--- src/rtl/pipeline_pkg.sv ---
// Shared types for the MEM-stage store buffer.
//   SB_DEPTH    default number of store-buffer entries
//   SB_AW/SB_DW default address/data widths of a buffered store
//   sb_state_t  buffer operating mode: normal run or draining for a fence
//   sb_entry_t  one buffered store at default widths
package pipeline_pkg;

  localparam int unsigned SB_DEPTH = 4;
  localparam int unsigned SB_AW    = 32;
  localparam int unsigned SB_DW    = 32;

  typedef enum logic [0:0] {
    SB_RUN   = 1'b0,
    SB_FLUSH = 1'b1
  } sb_state_t;

  typedef struct packed {
    logic             valid;
    logic [SB_AW-1:0] addr;
    logic [SB_DW-1:0] data;
  } sb_entry_t;

endpackage

--- src/rtl/store_buf_cam.sv ---
// Address CAM over the store-buffer entries.
//   ent_valid   per-entry valid bits
//   ent_addr    per-entry word addresses
//   lookup_addr address of the load being matched (full-width compare)
//   wr_ptr      next write slot; the entry just below it is the youngest
//   hit_idx     index of the youngest matching entry
//   hit         at least one valid entry matches
// wr_ptr/hit_idx exist only when STORE_FORWARD_EN is defined, since only
// forwarding needs to know which entry matched.
module store_buf_cam #(
  parameter int unsigned DEPTH = 4,
  parameter int unsigned AW    = 32,
  parameter int unsigned PW    = $clog2(DEPTH)
) (
  input  logic [DEPTH-1:0] ent_valid,
  input  logic [AW-1:0]    ent_addr [DEPTH],
  input  logic [AW-1:0]    lookup_addr,
`ifdef STORE_FORWARD_EN
  input  logic [PW-1:0]    wr_ptr,
  output logic [PW-1:0]    hit_idx,
`endif
  output logic             hit
);

  logic [DEPTH-1:0] hit_vec;

  always_comb begin
    hit_vec = '0;
    for (int unsigned i = 0; i < DEPTH; i++) begin
      hit_vec[i] = ent_valid[i] && (ent_addr[i] == lookup_addr);
    end
  end

  assign hit = |hit_vec;

`ifdef STORE_FORWARD_EN
  // Walk from oldest (wr_ptr) to youngest (wr_ptr-1); the last match wins.
  always_comb begin
    logic [PW-1:0] idx;
    hit_idx = '0;
    for (int unsigned k = DEPTH; k >= 1; k--) begin
      idx = wr_ptr - PW'(k);
      if (hit_vec[idx]) begin
        hit_idx = idx;
      end
    end
  end
`endif

endmodule

--- src/rtl/mem_store_buffer.sv ---
// MEM-stage initiator for DataMemo with a posted-store FIFO.
// Stores are queued and drained in program order; miss loads own the memory
// port ahead of draining. flush_req drains the buffer as a fence.
// Optional macro: STORE_FORWARD_EN (load hits are served from the youngest
// matching entry instead of stalling until the match has drained).
// Ports:
//   clk, reset_n                  clock, asynchronous active-low reset
//   req_valid/req_write           MEM op present / 1=store 0=load
//   req_addr/req_wdata            op word address / store data
//   flush_req                     level fence request
//   Stall_MEM                     request not accepted this cycle
//   load_data                     load result, same cycle as acceptance
//   flush_done                    buffer empty during an active fence
//   MemRd/MemWr_final             DataMemo read / write enable
//   Address/Data_in               DataMemo address / write data
//   Data_out                      DataMemo combinational read data
//   sb_count                      occupied entries
module mem_store_buffer
  import pipeline_pkg::*;
#(
  parameter int unsigned DEPTH = SB_DEPTH,
  parameter int unsigned AW    = 32,
  parameter int unsigned DW    = 32
) (
  input  logic                   clk,
  input  logic                   reset_n,
  input  logic                   req_valid,
  input  logic                   req_write,
  input  logic [AW-1:0]          req_addr,
  input  logic [DW-1:0]          req_wdata,
  input  logic                   flush_req,
  output logic                   Stall_MEM,
  output logic [DW-1:0]          load_data,
  output logic                   flush_done,
  output logic                   MemRd,
  output logic                   MemWr_final,
  output logic [AW-1:0]          Address,
  output logic [DW-1:0]          Data_in,
  input  logic [DW-1:0]          Data_out,
  output logic [$clog2(DEPTH):0] sb_count
);

  localparam int unsigned PW = $clog2(DEPTH);
  localparam int unsigned CW = PW + 1;

  sb_state_t        state_q, state_d;
  logic [PW-1:0]    wr_ptr, rd_ptr;
  logic [CW-1:0]    count;
  logic [DEPTH-1:0] ent_valid;
  logic [AW-1:0]    ent_addr [DEPTH];
  logic [DW-1:0]    ent_data [DEPTH];

  logic             hit;
`ifdef STORE_FORWARD_EN
  logic [PW-1:0]    hit_idx;
`endif

  logic in_run, is_load, is_store, load_miss;
  logic empty, full, do_drain, do_enq;

  store_buf_cam #(
    .DEPTH (DEPTH),
    .AW    (AW)
  ) u_cam (
    .ent_valid   (ent_valid),
    .ent_addr    (ent_addr),
    .lookup_addr (req_addr),
`ifdef STORE_FORWARD_EN
    .wr_ptr      (wr_ptr),
    .hit_idx     (hit_idx),
`endif
    .hit         (hit)
  );

  assign in_run    = (state_q == SB_RUN);
  assign is_load   = req_valid && !req_write && in_run;
  assign is_store  = req_valid &&  req_write && in_run;
  assign load_miss = is_load && !hit;
  assign empty     = (count == '0);
  assign full      = (count == CW'(DEPTH));
  // Head drains whenever a miss-load is not using the port.
  assign do_drain  = !empty && !load_miss;
  assign do_enq    = is_store && (!full || do_drain);

  always_ff @(posedge clk or negedge reset_n) begin
    if (!reset_n) begin
      state_q <= SB_RUN;
    end else begin
      state_q <= state_d;
    end
  end

  always_comb begin
    state_d = state_q;
    case (state_q)
      SB_RUN:   if (flush_req)  state_d = SB_FLUSH;
      SB_FLUSH: if (!flush_req) state_d = SB_RUN;
      default:  state_d = SB_RUN;
    endcase
  end

  // Drain clears the head before enqueue sets the tail so a same-slot
  // enqueue on a full buffer leaves the new entry valid.
  always_ff @(posedge clk or negedge reset_n) begin
    if (!reset_n) begin
      wr_ptr    <= '0;
      rd_ptr    <= '0;
      count     <= '0;
      ent_valid <= '0;
      for (int unsigned i = 0; i < DEPTH; i++) begin
        ent_addr[i] <= '0;
        ent_data[i] <= '0;
      end
    end else begin
      if (do_drain) begin
        ent_valid[rd_ptr] <= 1'b0;
        rd_ptr            <= rd_ptr + PW'(1);
      end
      if (do_enq) begin
        ent_valid[wr_ptr] <= 1'b1;
        ent_addr[wr_ptr]  <= req_addr;
        ent_data[wr_ptr]  <= req_wdata;
        wr_ptr            <= wr_ptr + PW'(1);
      end
      case ({do_enq, do_drain})
        2'b10:   count <= count + CW'(1);
        2'b01:   count <= count - CW'(1);
        default: count <= count;
      endcase
    end
  end

  // Outputs are forced low while reset is asserted, including the
  // input-driven combinational paths.
  always_comb begin
    Stall_MEM   = 1'b0;
    load_data   = '0;
    flush_done  = 1'b0;
    MemRd       = 1'b0;
    MemWr_final = 1'b0;
    Address     = '0;
    Data_in     = '0;
    if (reset_n) begin
      if (req_valid) begin
        if (!in_run) begin
          Stall_MEM = 1'b1;
        end else if (req_write) begin
          Stall_MEM = !do_enq;
        end else if (hit) begin
`ifdef STORE_FORWARD_EN
          load_data = ent_data[hit_idx];
`else
          Stall_MEM = 1'b1;
`endif
        end else begin
          load_data = Data_out;
        end
      end
      if (load_miss) begin
        MemRd   = 1'b1;
        Address = req_addr;
      end else if (do_drain) begin
        MemWr_final = 1'b1;
        Address     = ent_addr[rd_ptr];
        Data_in     = ent_data[rd_ptr];
      end
      flush_done = (state_q == SB_FLUSH) && empty && flush_req;
    end
  end

  assign sb_count = count;

endmodule
--- config.mk ---
export PLATFORM = sky130hd
export DESIGN_NAME = mem_store_buffer
export DESIGN_NICKNAME = d
export VERILOG_FILES = /design/src/rtl/pipeline_pkg.sv /design/src/rtl/store_buf_cam.sv /design/src/rtl/mem_store_buffer.sv
export SDC_FILE = /design/constraint.sdc
export NUM_CORES = 1
export LEC_CHECK = 0
export BUFFER_PORTS_ARGS = -buffer_cell sky130_fd_sc_hd__buf_2
export CORE_MARGIN = 10
export CORE_UTILIZATION = 55
export CTS_CLUSTER_DIAMETER = 30
export DETAILED_ROUTE_END_ITERATION = 10
export PLACE_DENSITY = 0.77
export SYNTH_ARGS = -nofsm -noshare
export SYNTH_HDL_FRONTEND = slang
export SYNTH_SLANG_ARGS = --single-unit
--- constraint.sdc ---
create_clock -name clk -period 4.3 [get_ports clk]
set_input_delay 0.215 -clock clk [delete_from_list [all_inputs] [get_ports clk]]
set_output_delay 0.215 -clock clk [all_outputs]
set_load 0.05 [all_outputs]
==> results.yml <==
cts:
  clk_pin_slew_ns: 0.05
  cts_tree: "yes"
  cts_resized: 0
  clockBufferDepth: 3
  cts_inserted_buffers: 59
  clock_latency_ns: 0.56
  htreeDepth: 2
  cts_sinks: 268
  cts-root-buf: "clkbuf_16"
power_and_ir_drop:
  clockPowerShare: 0.314
  power_leakage_nw: 8.30
  p_comb_frac: 0.373
  p_sw_mw: 5.42
  power_density_mw_per_mm2: 847
  pwr-share-seq: 0.313
  ir_drop_mv: 0.624
  internal-power_mw: 9.91
  p_sw_frac: 0.353
  finalPower_mw: 15.3
placement:
  dp.final_hpwl_microns: 24800
  dp.cells: 1609
  dp_slack_ns: 1.27
  gp_congestion: 0.956
  io_buffers: 203
  placed_area_sq_mm: 0.0156
timing:
  hold_viol_final: 0
  fin_skew_ns: 0.0163
  fmax_ghz: 0.279
  setup_viol: 0
  rsz0062_at_grt: "no"
  relSlewSlack: 0.450
  post-route-period-util: 0.833
  tns_ns: 0
  finalMaxSlewViolations: 0
  worst_pin_slew_ns: 0.825
  whs_ns: 0.0612
  fin_ws_ns: 0.718
  period_needed_ns: 3.58
synthesis:
  syn_area_per_cell_sq_um: 12.5
  ys_types: 42
  yosys.cell_count.top_type: "dfrtp_1"
  synth_seq_cells: 268
  yosysWarnings: 0
  synth_common_cells: "dfrtp_1, mux2_2, nand2_1"
  synth_largest_area_cell: "dfrtp_1"
  synthArstFlopShare: 1.00
  synth_top_area_frac: 0.465
  synth-edff-count: 0
  synthFlopType: "dfrtp_1"
  ys_top_cells_by_area: "dfrtp_1, mux2_2, mux4_2"
  syn_nets: 1263
  synth_cells: 1153
  yosysSeqAreaShare: 0.465
  syn-cell-area_sq_mm: 0.0144
worst_setup_path:
  cp-start-kind: "register"
  worstPathMaxFanout: 67
  worstPathRequired_ns: 4.09
  worst_path_largest_cell_delay_ns: 0.67
  critPathBufInv: 2
  cp_slowest_cell: "buf_4"
  crit_chain: "xnor2_1, nand4_1, nor3_1, nand3_1, nand4_2, nor3_4, buf_4, mux2i_1, buf_2"
  crit_path_end_kind: "output port"
  arrival_ns: 3.37
  cp_top_family: "buffers and inverters"
  critical_path_class: "reg -> out"
  rrSetupSlack_ns: 1.31
drt:
  first_pass_iters: 7
  wl_microns: 38300
  drtIter0Drc: 602
  vias: 10171
  vias_per_cell: 5.81
  wire_per_inst_microns: 21.9
  final_antenna_net_count: 0
  drc_errors: 0
global_route:
  grt_pass1_vias: 10940
  grt_pass1_wl_microns: 61100
  antenna_found_initial: 0
  grt_usage: 0.227
  grt_max_degree: 132
  overflow: 0
final_layout:
  finalNetCount: 1479
  utilization: 0.698
  multi_input_area_sq_mm: 0.00716
  layout.cells.non_filler: 1751
  design_area_sq_mm: 0.0181
  fill_cells: 1768
  regArea_sq_mm: 0.00671
  antenna_cells: 0
  drive_gt1_frac: 0.451
  syn2layout_area_growth_pct: 25.3
run_status:
  status: "completed"
floorplanning:
  die_x_microns: 182
  fp-row-count: 59
  dieArea_sq_mm: 0.0331
  dieHeight_microns: 182
  initial_core_util: 0.557
  core_area_sq_mm: 0.0259
  ios: 204
worst_hold_path:
  hp-class: "in -> reg"
run:
  maxCapViolCount: 0
## cells in the final DEF, fill, tap and decap left out, types with 14 or more instances in the layout
cell	count
clkbuf_8	14
clkbuf_16	61
xnor2_1	111
dfrtp_1	266
nand2_1	122
dlygate4sd3_1	34
nor2_1	39
mux2i_1	32
nand4_1	27
o21ai_0	26
and3_1	32
inv_1	15
mux2_2	238
buf_2	202
mux4_2	64
## kinds of logic (layout without fill, tap and decap cells)
kind of cell               count (synthesis)  after routing  synth area share
and+or+nand+nor                          256            256            0.0817
adders and majority gates                  9              9           0.00832
xor gates and xnor gates                 122            122            0.0741
DFF                                      268            268             0.465
buffers and inverters                    117            380            0.0419
muxes                                    334            334             0.308
AOI/OAI and AO/OA                         47             47            0.0214
## layer usage
| layer | vias up | wire length, microns | global-route usage | part of all wire |
|---|---|---|---|---|
| li1 | 4535 | - | - | - |
| met5 | - | 0 | 0 | 0 |
| met3 | 116 | 2570 | 0.0549 | 0.067 |
| met2 | 358 | 18900 | 0.379 | 0.49 |
| met4 | 0 | 1540 | 0.0996 | 0.040 |
| met1 | 5162 | 15300 | 0.276 | 0.40 |
## path summary, 6_finish.rpt
check	depth (start not counted)	endpoint	startpoint
worst max-delay path	9	Address[19]	ent_addr[41]
min in group asynchronous	2	ent_addr[103]	reset_n
worst max register to register	12	sb_count[1]	ent_addr[90]
worst min register to register	1	ent_data[38]	ent_data[38]
worst min-delay path	2	ent_addr[103]	req_addr[7]
max in group asynchronous	4	ent_addr[49]	reset_n
## state kept, by name (all words and copies together), names as in the netlist
signal	cells
ent_addr	128
ent_data	128
ent_valid	4
rd_ptr	2
sb_count	3
state_q	1
wr_ptr	2
## area by class of cell
class / instances / area share
clock buffers: 82 / 0.0965
clock inverters: 26 / 0.0233
inverters: 17 / 0.00353
multi-input cells: 768 / 0.396
flip-flops and latches: 268 / 0.371
well taps: 335 / 0.0232
repair buffers: 255 / 0.0865
## power groups by stage
stage / Sequential [mW] / Clock (mW) / Combinational, mW
CTS: 4.78 / 4.87 / 5.74
floorplan: 4.43 / 0 / 4.53
global placement: 4.70 / 0 / 5.55
finish: 4.79 / 4.82 / 5.72
detailed placement: 4.79 / 0 / 5.66
global route: 4.96 / 5.02 / 6.10
## what timing repair did
item                                    in CTS  in global routing
hold endpoints to repair                   171                  0
hold buffers                                34                  0
buffers inserted                             0                  0
endpoints found under the setup margin       0                  0
Note: power is estimated with default switching activity, not from simulation.
